==> config.mk <==
export PLATFORM = sky130hd
export DESIGN_NAME = spi_regbank
export DESIGN_NICKNAME = d
export VERILOG_FILES = /design/src/rtl/spi_regbank.sv
export SDC_FILE = /design/constraint.sdc
export NUM_CORES = 1
export LEC_CHECK = 0
export BUFFER_PORTS_ARGS = -buffer_cell sky130_fd_sc_hd__buf_2
export CAP_MARGIN = 10
export CORE_UTILIZATION = 40
export DETAILED_ROUTE_END_ITERATION = 8
export PLACE_DENSITY = 0.6
export SYNTH_ARGS = -nofsm -noshare
export SYNTH_HDL_FRONTEND = slang
export SYNTH_SLANG_ARGS = --single-unit
export TNS_END_PERCENT = 100
==> constraint.sdc <==
create_clock -name clk -period 2.7 [get_ports clk]
set_input_delay 0.405 -clock clk [delete_from_list [all_inputs] [get_ports clk]]
set_output_delay 0.405 -clock clk [all_outputs]
set_load 0.01 [all_outputs]
==> src/rtl/spi_regbank.sv <==
// SPI mode-0 peripheral that writes a bank of DATA_W-bit registers from framed SPI writes.
// Optional readback of registers over cipo is built when SPI_REGBANK_READBACK_EN is defined.
`timescale 1ns/1ps
module spi_regbank #(
  parameter int ADDR_W      = 7,
  parameter int DATA_W      = 8,
  parameter int NUM_REGS    = 5,
  parameter int SYNC_STAGES = 2
) (
  input  logic                         clk,
  input  logic                         rst_n,
  input  logic                         sclk,
  input  logic                         ncs,
  input  logic                         copi,
  output logic                         cipo,
  output logic [NUM_REGS*DATA_W-1:0]   regs_out,
  output logic [NUM_REGS-1:0]          wr_strobe,
  output logic                         frame_err
);

  localparam int FRAME_W = 1 + ADDR_W + DATA_W;
  localparam int CNT_W   = $clog2(FRAME_W + 2);
  localparam logic [CNT_W-1:0]  CNT_FULL   = CNT_W'(FRAME_W);
  localparam logic [CNT_W-1:0]  CNT_SAT    = CNT_W'(FRAME_W + 1);
  localparam logic [ADDR_W:0]   NUM_REGS_L = (ADDR_W + 1)'(NUM_REGS);

  if (SYNC_STAGES < 2) begin : g_bad_sync
    $error("spi_regbank: SYNC_STAGES must be at least 2");
  end
  if (NUM_REGS < 1 || NUM_REGS > (1 << ADDR_W)) begin : g_bad_regs
    $error("spi_regbank: NUM_REGS out of range");
  end

  typedef enum logic [1:0] {IDLE, SHIFT, COMMIT} state_t;

  logic [SYNC_STAGES-1:0] sclk_sync_reg;
  logic [SYNC_STAGES-1:0] ncs_sync_reg;
  logic [SYNC_STAGES-1:0] copi_sync_reg;
  logic                   sclk_d_reg;
  logic                   ncs_d_reg;

  always_ff @(posedge clk or negedge rst_n) begin
    if (!rst_n) begin
      sclk_sync_reg <= '0;
      ncs_sync_reg  <= '0;
      copi_sync_reg <= '0;
      sclk_d_reg    <= 1'b0;
      ncs_d_reg     <= 1'b0;
    end else begin
      sclk_sync_reg <= {sclk_sync_reg[SYNC_STAGES-2:0], sclk};
      ncs_sync_reg  <= {ncs_sync_reg[SYNC_STAGES-2:0], ncs};
      copi_sync_reg <= {copi_sync_reg[SYNC_STAGES-2:0], copi};
      sclk_d_reg    <= sclk_sync_reg[SYNC_STAGES-1];
      ncs_d_reg     <= ncs_sync_reg[SYNC_STAGES-1];
    end
  end

  logic sclk_s, ncs_s, copi_s;
  logic sclk_rise, sclk_fall, ncs_rise, ncs_fall;

  assign sclk_s    = sclk_sync_reg[SYNC_STAGES-1];
  assign ncs_s     = ncs_sync_reg[SYNC_STAGES-1];
  assign copi_s    = copi_sync_reg[SYNC_STAGES-1];
  assign sclk_rise = sclk_s & ~sclk_d_reg;
  assign sclk_fall = ~sclk_s & sclk_d_reg;
  assign ncs_rise  = ncs_s & ~ncs_d_reg;
  assign ncs_fall  = ~ncs_s & ncs_d_reg;

  state_t             state_reg;
  logic [CNT_W-1:0]   cnt_reg;
  logic [FRAME_W-1:0] shift_reg;
  logic [FRAME_W-1:0] shift_next;
  logic               armed_reg;

  assign shift_next = {shift_reg[FRAME_W-2:0], copi_s};

  logic              frame_rw;
  logic [ADDR_W-1:0] frame_addr;
  logic [DATA_W-1:0] frame_data;
  logic              addr_ok;
  logic              commit_wr;

  assign frame_rw   = shift_reg[FRAME_W-1];
  assign frame_addr = shift_reg[DATA_W +: ADDR_W];
  assign frame_data = shift_reg[DATA_W-1:0];
  assign addr_ok    = ({1'b0, frame_addr} < NUM_REGS_L);
  assign commit_wr  = (state_reg == COMMIT) && (cnt_reg == CNT_FULL) && frame_rw && addr_ok;

  logic frame_err_reg;

  // armed_reg keeps a chip select held low across reset release from opening a frame.
  always_ff @(posedge clk or negedge rst_n) begin
    if (!rst_n) begin
      state_reg     <= IDLE;
      cnt_reg       <= '0;
      shift_reg     <= '0;
      armed_reg     <= 1'b0;
      frame_err_reg <= 1'b0;
    end else begin
      frame_err_reg <= 1'b0;
      if (ncs_s) begin
        armed_reg <= 1'b1;
      end
      case (state_reg)
        IDLE: begin
          if (ncs_fall && armed_reg) begin
            state_reg <= SHIFT;
            cnt_reg   <= '0;
            shift_reg <= '0;
          end
        end
        SHIFT: begin
          if (ncs_rise) begin
            state_reg <= COMMIT;
          end else if (sclk_rise) begin
            shift_reg <= shift_next;
            if (cnt_reg != CNT_SAT) begin
              cnt_reg <= cnt_reg + CNT_W'(1);
            end
          end
        end
        COMMIT: begin
          if (cnt_reg != CNT_FULL) begin
            frame_err_reg <= 1'b1;
          end
          if (ncs_fall) begin
            state_reg <= SHIFT;
            cnt_reg   <= '0;
            shift_reg <= '0;
          end else begin
            state_reg <= IDLE;
          end
        end
        default: state_reg <= IDLE;
      endcase
    end
  end

  logic [DATA_W-1:0]   regs_reg [NUM_REGS];
  logic [NUM_REGS-1:0] wr_strobe_reg;

  for (genvar gi = 0; gi < NUM_REGS; gi++) begin : g_reg
    logic hit;
    assign hit = commit_wr && (frame_addr == ADDR_W'(gi));

    always_ff @(posedge clk or negedge rst_n) begin
      if (!rst_n) begin
        regs_reg[gi]      <= '0;
        wr_strobe_reg[gi] <= 1'b0;
      end else begin
        wr_strobe_reg[gi] <= hit;
        if (hit) begin
          regs_reg[gi] <= frame_data;
        end
      end
    end

    assign regs_out[gi*DATA_W +: DATA_W] = regs_reg[gi];
  end

  assign wr_strobe = wr_strobe_reg;
  assign frame_err = frame_err_reg;

`ifdef SPI_REGBANK_READBACK_EN
  logic [DATA_W-1:0] out_shift_reg;
  logic              cipo_reg;
  logic              hdr_done;
  logic              rd_rw;
  logic [ADDR_W-1:0] rd_addr;
  logic [DATA_W-1:0] rd_val;

  // The header is complete on the rising edge that brings the count to 1+ADDR_W.
  assign hdr_done = (state_reg == SHIFT) && !ncs_rise && sclk_rise && (cnt_reg == CNT_W'(ADDR_W));
  assign rd_rw    = shift_next[ADDR_W];
  assign rd_addr  = shift_next[ADDR_W-1:0];

  always_comb begin
    rd_val = '0;
    for (int k = 0; k < NUM_REGS; k++) begin
      if (rd_addr == ADDR_W'(k)) begin
        rd_val = regs_reg[k];
      end
    end
  end

  always_ff @(posedge clk or negedge rst_n) begin
    if (!rst_n) begin
      out_shift_reg <= '0;
      cipo_reg      <= 1'b0;
    end else if (state_reg != SHIFT) begin
      out_shift_reg <= '0;
      cipo_reg      <= 1'b0;
    end else if (hdr_done && !rd_rw) begin
      out_shift_reg <= rd_val;
    end else if (sclk_fall) begin
      cipo_reg      <= out_shift_reg[DATA_W-1];
      out_shift_reg <= {out_shift_reg[DATA_W-2:0], 1'b0};
    end
  end

  assign cipo = cipo_reg;
`else
  assign cipo = 1'b0;
`endif

endmodule

Word-level counts from Yosys, hierarchy flattened
Index checks and enable logic that the tools add are counted.
{"block": "word_totals", "ff_bits": 78, "latchBits": 0, "ramBits": 0, "romBits": 0, "input_bits": 5, "out_inout_bits": 47, "wordCells": 75, "mem_count": 0}
{"block": "classes", "addsub": 1, "multipliers": 0, "div": 0, "order_cmp": 1, "eq_ne": 15, "shift": 0, "n_mux": 17, "bitwise_logic": 6, "reduce_logical": 15}
{"operator": "two-way mux 16 bit", "count": 4}
{"operator": "one-hot mux 16 bit (3 select lines)", "count": 1}
{"operator": "two-way mux 5 bit", "count": 5}
{"operator": "one-hot mux 5 bit (3 select lines)", "count": 1}
{"operator": "== test 7 x 2 -> 1 bit (second input constant)", "count": 2}
{"operator": "inequality test 2 bit (second input constant)", "count": 6}
{"operator": "inequality test 5 bit (second input constant)", "count": 2}
{"operator": "logical AND 1 bit", "count": 9}
{"operator": "== test 7 x 1 -> 1 bit (second input constant)", "count": 1}
{"operator": "== test 7 x 3 -> 1 bit (second input constant)", "count": 1}
{"operator": "logical NOT 7 bit", "count": 1}
{"operator": "less-than comparator 7 x 3 -> 1 bit (second input constant)", "count": 1}
{"operator": "one-hot mux 2 bit (3 select lines)", "count": 1}
{"operator": "AND reduction 6 bit", "count": 1}
{"operator": "adder 5 x 1 -> 5 bit (second input constant)", "count": 1}
{"operator": "== test 5 bit (second input constant)", "count": 1}
{"operator": "AND reduction 5 bit", "count": 1}
{"operator": "two-way mux 2 bit", "count": 2}
{"operator": "AND 1 bit", "count": 3}
{"operator": "two-way mux 1 bit", "count": 3}
{"operator": "inverter 1 bit", "count": 3}
{"operator": "nonzero test 3 bit", "count": 1}
{"operator": "== test 2 x 1 -> 1 bit (second input constant)", "count": 1}
{"operator": "== test 2 bit (second input constant)", "count": 1}
{"operator": "2 further kinds", "count": 2}

Depth between registers and ports, before layout
Gate-level depths: netlist (run 1).
{"block": "depth", "word_depth": 5, "mapped_depth": 7}

Worst setup path after synthesis (run 1)
No wires, ideal clock.
{"block": "synth_path", "path_type": "register to register", "startpoint": "register cnt_reg[0]", "endpoint": "register regs_reg (netlist bit regs_out[24])", "setup_ns": 0.125, "arrival_time_ns": 1.862, "required_ns": 2.575, "setup_slack_ns": 0.713, "stages_incl_launch_ff": 7, "n_path_buf": 0, "cell_sequence": "dfrtp_1 inv_1 ha_1 and4bb_1 nand3_2 nor4_4 mux2_4"}
{"block": "synth_via", "elab_chain_len": 5}
{"element": "start: declaration", "line_no": "70", "rtl": "logic [CNT_W-1:0] cnt_reg;"}
{"element": "start signal: assignment", "line_no": "118", "rtl": "cnt_reg <= cnt_reg + CNT_W'(1);"}
{"element": "== test 5 bit", "line_no": "87", "rtl": "assign commit_wr = (state_reg == COMMIT) && (cnt_reg == CNT_FULL) && frame_rw && addr_ok;"}
{"element": "logical AND 1 bit (3 in series)", "line_no": "87"}
{"element": "logical AND 1 bit", "line_no": "144", "rtl": "assign hit = commit_wr && (frame_addr == ADDR_W'(gi));"}
{"element": "via g_reg[3].hit", "line_no": "143", "rtl": "logic hit;"}
{"element": "end signal: indexed assignment", "line_no": "153", "rtl": "regs_reg[gi] <= frame_data;"}
{"element": "end: declaration", "line_no": "139", "rtl": "logic [DATA_W-1:0] regs_reg [NUM_REGS];"}
The timed path passes the listed nets, and every way through them passes these cells.
A chain may end at the register's enable or synchronous reset.

Final worst setup path (run 1)
Ends and elaborated chain as after synthesis.

==> results of run 1 <==
## layout make-up
type                       instances  area [um^2]
clock buffer                       9          124
sequential                        78         1950
inverter                          18         67.6
timing repair buffer              56          298
clock inverter                     7         80.1
fill                             674         3690
multi-input combinational        158         1030
tap                               99          124
## power by group
group / total (mW) / switching, mW / internal (mW)
logic: 0.180 / 0.116 / 0.0637
registers: 1.23 / 0.0317 / 1.20
clock network: 0.895 / 0.457 / 0.438
## synthesized netlist by cell type (all sizes together), types with 2 or more instances
| cell | instances | area, um^2 |
|---|---|---|
| nor3b | 5 | 42.5 |
| nand4 | 6 | 37.5 |
| or3 | 2 | 12.5 |
| nor2 | 6 | 22.5 |
| nand3 | 4 | 25.0 |
| or2 | 2 | 12.5 |
| and2b | 4 | 30.0 |
| dfrtp | 78 | 1950 |
| nor2b | 3 | 18.8 |
| nand2b | 2 | 12.5 |
| a21oi | 2 | 10.0 |
| inv | 18 | 67.6 |
| mux2i | 13 | 130 |
| nand2 | 48 | 180 |
| buf | 3 | 17.5 |
| ha | 3 | 37.5 |
| clkbuf | 5 | 18.8 |
| o21ai | 36 | 184 |
| mux2 | 12 | 165 |
## how the worst max path moves through the flow
stage	start	end	slack, ns	cells past startpoint
detailed placement	cnt_reg[0]	regs_out[36]	0.72	5
global placement	cnt_reg[0]	regs_out[25]	0.78	7
CTS	cnt_reg[0]	regs_out[36]	0.69	5
floorplan	cnt_reg[0]	regs_out[24]	0.71	6
finish	cnt_reg[0]	regs_out[24]	0.73	7
global route	cnt_reg[0]	regs_out[32]	0.53	6
## layer usage
layer / GRT usage (%) / share of wire [%]
met5: 0 / 0
met4: 6.97 / 1.5
met3: 3.55 / 3.0
met2: 27.6 / 48
met1: 20.8 / 47
## cells by family (layout without fill, tap and decap cells)
group	after synthesis	in the layout	synth area share, %
buffers and inverters	26	90	3.37
DFF	78	78	63.3
muxes	25	25	9.57
AOI/OAI and AO/OA	41	41	7.06
and+or+nand+nor	88	88	15.4
adders and majority gates	3	3	1.22
other	1	1	0.122
## worst register-to-register path: stages (launching register included)
cell and delay, ns:
dfrtp_1 0.43, inv_1 0.08, ha_1 0.13, and4bb_1 0.32
nand3_2 0.17, nor4_4 0.16, buf_4 0.25, mux2_4 0.32
## per-stage QoR
step           cells  instance area (um^2)  hold slack, ns  worst slack [ns]  total power, mW
6_report         425                  3670           0.152             0.731             2.31
5_1_grt          425                  3670           0.139             0.534             2.41
4_1_cts          425                  3670           0.142             0.688             2.33
3_5_place_dp     409                  3470           0.336             0.725             1.44
3_3_place_gp     409                  3470           0.332             0.776             1.43
2_1_floorplan    262                  3090           0.109             0.713             1.36
==> impl_metrics.py, run 1 <==
metrics = {
    "clock_network": {
        "clock_latency_ns": 0.35,
        "cts-root-buf": "clkbuf_8",
        "clk_path_buf_depth": 2,
        "cts_tree": "yes",
        "cts_resized": 0,
        "cts_buffers": 9,
        "cts_htree_levels": 3,
        "clkSinkCount": 78,
        "cts_hold_buffers": 0,
        "postCtsSetupRepairBufs": 0,
        "clkTransAtPathRegs_ns": 0.09,
    },
    "placed_design": {
        "portBuffers": 50,
        "dpl.hpwl_mm": 4.08,
        "globalplace.congestion": 0.795,
    },
    "setup_path": {
        "rr_startpoint": "cnt_reg[0]",
        "worst_path_max_delay_cell": "dfrtp_1",
        "worst-path-buf-inv": 2,
        "cp-start-kind": "flop",
        "rr_worst_depth": 7,
        "cp.required_ns": 2.93,
        "crit_path_max_incr_delay_ns": 0.43,
        "path_class": "reg -> reg",
        "r2r_end": "regs_out[24]",
        "path_cells": "inv_1 -> ha_1 -> and4bb_1 -> nand3_2 -> nor4_4 -> buf_4 -> mux2_4",
        "critical-path-top-delay-family": "simple AND/OR/NAND/NOR gates",
        "end_kind": "flop",
        "worstPathMaxFanout": 9,
        "arrival_ns": 2.20,
        "reg2reg_slack_ns": 0.73,
    },
    "status": {
        "outcome": "complete, no violations",
    },
    "cells_and_area": {
        "layout_common_cells": "dfrtp_1 (78), buf_2 (49), nand2_1 (48)",
        "final_common_cell": "dfrtp_1",
        "final_util_pct": 49.9,
        "drive_gt1_share_pct": 27.9,
        "largest_reg_flops": 40,
        "nets": 329,
        "insertedDiodeCount": 0,
        "syn_to_final_growth_pct": 19.1,
    },
    "timing": {
        "rsz0062_at_grt": "false",
        "setup_viol": 0,
        "period_minus_slack_ns": 1.97,
        "max_freq_ghz": 0.508,
        "min_period_over_period_pct": 72.9,
        "final_hold_viol_count": 0,
        "slew_violations": 0,
        "worst_clock_skew_ns": 0.0119,
        "setup-tns-final_ns": 0,
        "slew_headroom_pct": 36.0,
        "tightest_slew_ns": 0.960,
    },
    "synthesis": {
        "syn_nets": 270,
        "netlist_instances": 262,
        "syn-cell-area_um2": 3090,
        "ys_warn_count": 0,
        "synth_edf_count": 0,
        "async_flop_share_pct": 100,
        "synth_area_per_cell_um2": 11.8,
        "synth-seq-cells": 78,
        "synthFlopType": "dfrtp_1",
        "yosysUniqueCellTypes": 34,
        "synth-seq-area-share_pct": 63.3,
    },
    "route": {
        "drtAntennaViolNets": 0,
        "drt_first_pass_iters": 4,
        "wire_per_inst_um": 14.0,
        "vias": 2030,
        "drc": 0,
        "dr.first_iter.drc_count": 80,
        "viasPerCell": 4.78,
        "finalWirelength_mm": 5.93,
    },
    "power_and_ir_drop": {
        "power_density_nw_per_um2": 627,
        "vdd_drop_max_uv": 324,
        "leakagePower_nw": 1.81,
    },
    "die": {
        "core_area_um2": 7370,
        "die_w_um": 89.8,
        "die_area_um2": 8070,
        "die_h_um": 89.8,
        "row_count": 31,
        "start_util_pct": 41.9,
        "io_pins": 52,
    },
    "global_route": {
        "antenna_found_initial": 0,
        "grt_max_degree": 79,
        "grt_usage_pct": 16.5,
        "grt_overflow": 0,
        "grt_pass1_wl_mm": 10.4,
        "grt_pass1_vias": 2160,
    },
    "worst_hold_path": {
        "worstHoldPathType": "in -> reg",
        "min_delay_path_depth": 1,
        "worstHoldStart": "copi",
        "worstHoldEndpoint": "copi_sync_reg[0]",
    },
    "run": {
        "max-cap-violations": 0,
    },
}
(Power assumes the default switching activity.)
==> inputs of run 2 (changes only) <==
clock period = 1.87 ns   (was 2.7 ns; I/O delays follow)
==> run 2 against run 1 <==
  * Global-route usage up 1.0 points
  * Core utilization up 1.6 points
  * Power up 46%
  * First-iteration DRC count up 74%
  * Setup slack worse by 0.62 ns
  * Register-to-register slack worse by 0.62 ns
  * Combinational power up 67%
  * Critical path type unchanged
  * Critical endpoint is now regs_out[27]
  * Largest power group unchanged
==> impl_metrics.py, run 2 (synthesis results as in run 1) <==
metrics = {
    "status": {
        "outcome": "complete, no violations",
    },
    "timing": {
        "slew_violations": 0,
        "max_freq_ghz": 0.568,
        "worst_clock_skew_ns": 0.0118,
        "period_minus_slack_ns": 1.76,
        "rsz0062_at_grt": "false",
        "setup_viol": 0,
        "final_hold_viol_count": 0,
        "min_period_over_period_pct": 94.1,
        "setup-tns-final_ns": 0,
    },
    "cells_and_area": {
        "largest_reg_flops": 40,
        "syn_to_final_growth_pct": 23.0,
        "final_area_um2": 3790,
        "drive_gt1_share_pct": 29.9,
        "layout_common_cells": "dfrtp_1 (78), buf_2 (49), nand2_1 (48)",
        "final_util_pct": 51.5,
        "nets": 338,
        "final_common_cell": "dfrtp_1",
        "insertedDiodeCount": 0,
    },
    "clock_network": {
        "cts_resized": 0,
        "clkSinkCount": 78,
        "cts-root-buf": "clkbuf_8",
        "cts_tree": "yes",
        "postCtsSetupRepairBufs": 0,
        "cts_hold_buffers": 1,
        "cts_buffers": 9,
        "cts_htree_levels": 3,
        "clkTransAtPathRegs_ns": 0.08,
        "clock_latency_ns": 0.35,
        "clk_path_buf_depth": 2,
    },
    "die": {
        "io_pins": 52,
        "core_area_um2": 7370,
        "die_h_um": 89.8,
        "die_area_um2": 8070,
        "die_w_um": 89.8,
        "start_util_pct": 41.9,
        "row_count": 31,
    },
    "route": {
        "drt_first_pass_iters": 4,
        "vias": 2065,
        "wire_per_inst_um": 14.6,
        "drtAntennaViolNets": 0,
        "drc": 0,
        "finalWirelength_mm": 6.33,
        "viasPerCell": 4.76,
        "dr.first_iter.drc_count": 139,
    },
    "power_and_ir_drop": {
        "power.share.clock_pct": 38.6,
        "sequentialPowerShare_pct": 52.5,
        "vdd_drop_max_uv": 415,
        "p_sw_uw": 858,
        "p_int_mw": 2.51,
        "comb_power_share_pct": 8.9,
        "swShare_pct": 25.5,
        "leakagePower_nw": 1.86,
        "fin_total_pwr_mw": 3.37,
        "power_density_nw_per_um2": 888,
    },
    "worst_hold_path": {
        "min_delay_path_depth": 1,
        "worstHoldEndpoint": "copi_sync_reg[0]",
        "worstHoldStart": "copi",
        "worstHoldPathType": "in -> reg",
    },
    "setup_path": {
        "end_kind": "flop",
        "rr_startpoint": "state_reg[0]",
        "path_class": "reg -> reg",
        "cp.required_ns": 2.11,
        "worstPathMaxFanout": 9,
        "reg2reg_slack_ns": 0.11,
        "rr_worst_depth": 5,
        "cp-start-kind": "flop",
        "r2r_end": "regs_out[27]",
        "arrival_ns": 2.00,
    },
    "run": {
        "max-cap-violations": 0,
    },
    "global_route": {
        "grt_overflow": 0,
        "grt_max_degree": 37,
        "grt_pass1_wl_mm": 10.8,
        "antenna_found_initial": 0,
        "grt_usage_pct": 17.6,
        "grt_pass1_vias": 2072,
    },
    "placed_design": {
        "globalplace.congestion": 0.797,
        "dpl.hpwl_mm": 4.46,
        "portBuffers": 50,
        "placed_cell_area_um2": 3580,
    },
}
## run 2: area by class of cell
cell class	instances	area (um^2)
fill	683	3580
multi-input combinational	158	1040
clock inverter	6	70.1
tap	99	124
inverter	18	67.6
timing repair buffer	65	405
sequential	78	1950
clock buffer	10	138
## run 2: per-layer routing
layer / vias up / track usage [%] / wire length [um]
met5: - / 0 / 0
met3: 11 / 3.13 / 210
met1: 1003 / 24.8 / 3140
met2: 42 / 25.9 / 2830
li1: 1009 / - / -
met4: 0 / 9.43 / 156
## run 2: worst max-delay path by stage
stage / startpoint / to / slack [ns] / cells past startpoint
floorplan: cnt_reg[0] / regs_out[24] / -0.09 / 6
global placement: cnt_reg[1] / regs_out[29] / 0.14 / 7
detailed placement: state_reg[0] / regs_out[26] / 0.12 / 5
CTS: state_reg[0] / regs_out[27] / 0.1 / 5
global route: cnt_reg[1] / regs_out[24] / 0.007 / 7
finish: state_reg[0] / regs_out[27] / 0.11 / 5
## run 2: worst max-delay path, cell delays in order, from the launching register on
cell and delay [ns]:
dfrtp_1 0.45, nor4b_4 0.38, nand3_4 0.14, nor4_4 0.20, buf_12 0.18, mux2_4 0.29
## run 2: power by group through the flow
stage / combinational, mW / sequential (mW) / clock, mW
6_report: 0.301 / 1.77 / 1.30
3_5_place_dp: 0.306 / 1.80 / 0
3_3_place_gp: 0.304 / 1.80 / 0
5_1_grt: 0.343 / 1.77 / 1.41
4_1_cts: 0.308 / 1.77 / 1.34
2_1_floorplan: 0.170 / 1.80 / 0
## run 2: metrics by stage
step | instances | hold WS [ns] | worst slack (ns)
floorplan | 262 | -0.0151 | -0.0928
CTS | 434 | 0.0167 | 0.0977
finish | 434 | 0.0332 | 0.110
global route | 434 | 0.0173 | 0.00677
global placement | 417 | 0.279 | 0.141
detailed placement | 417 | 0.281 | 0.119
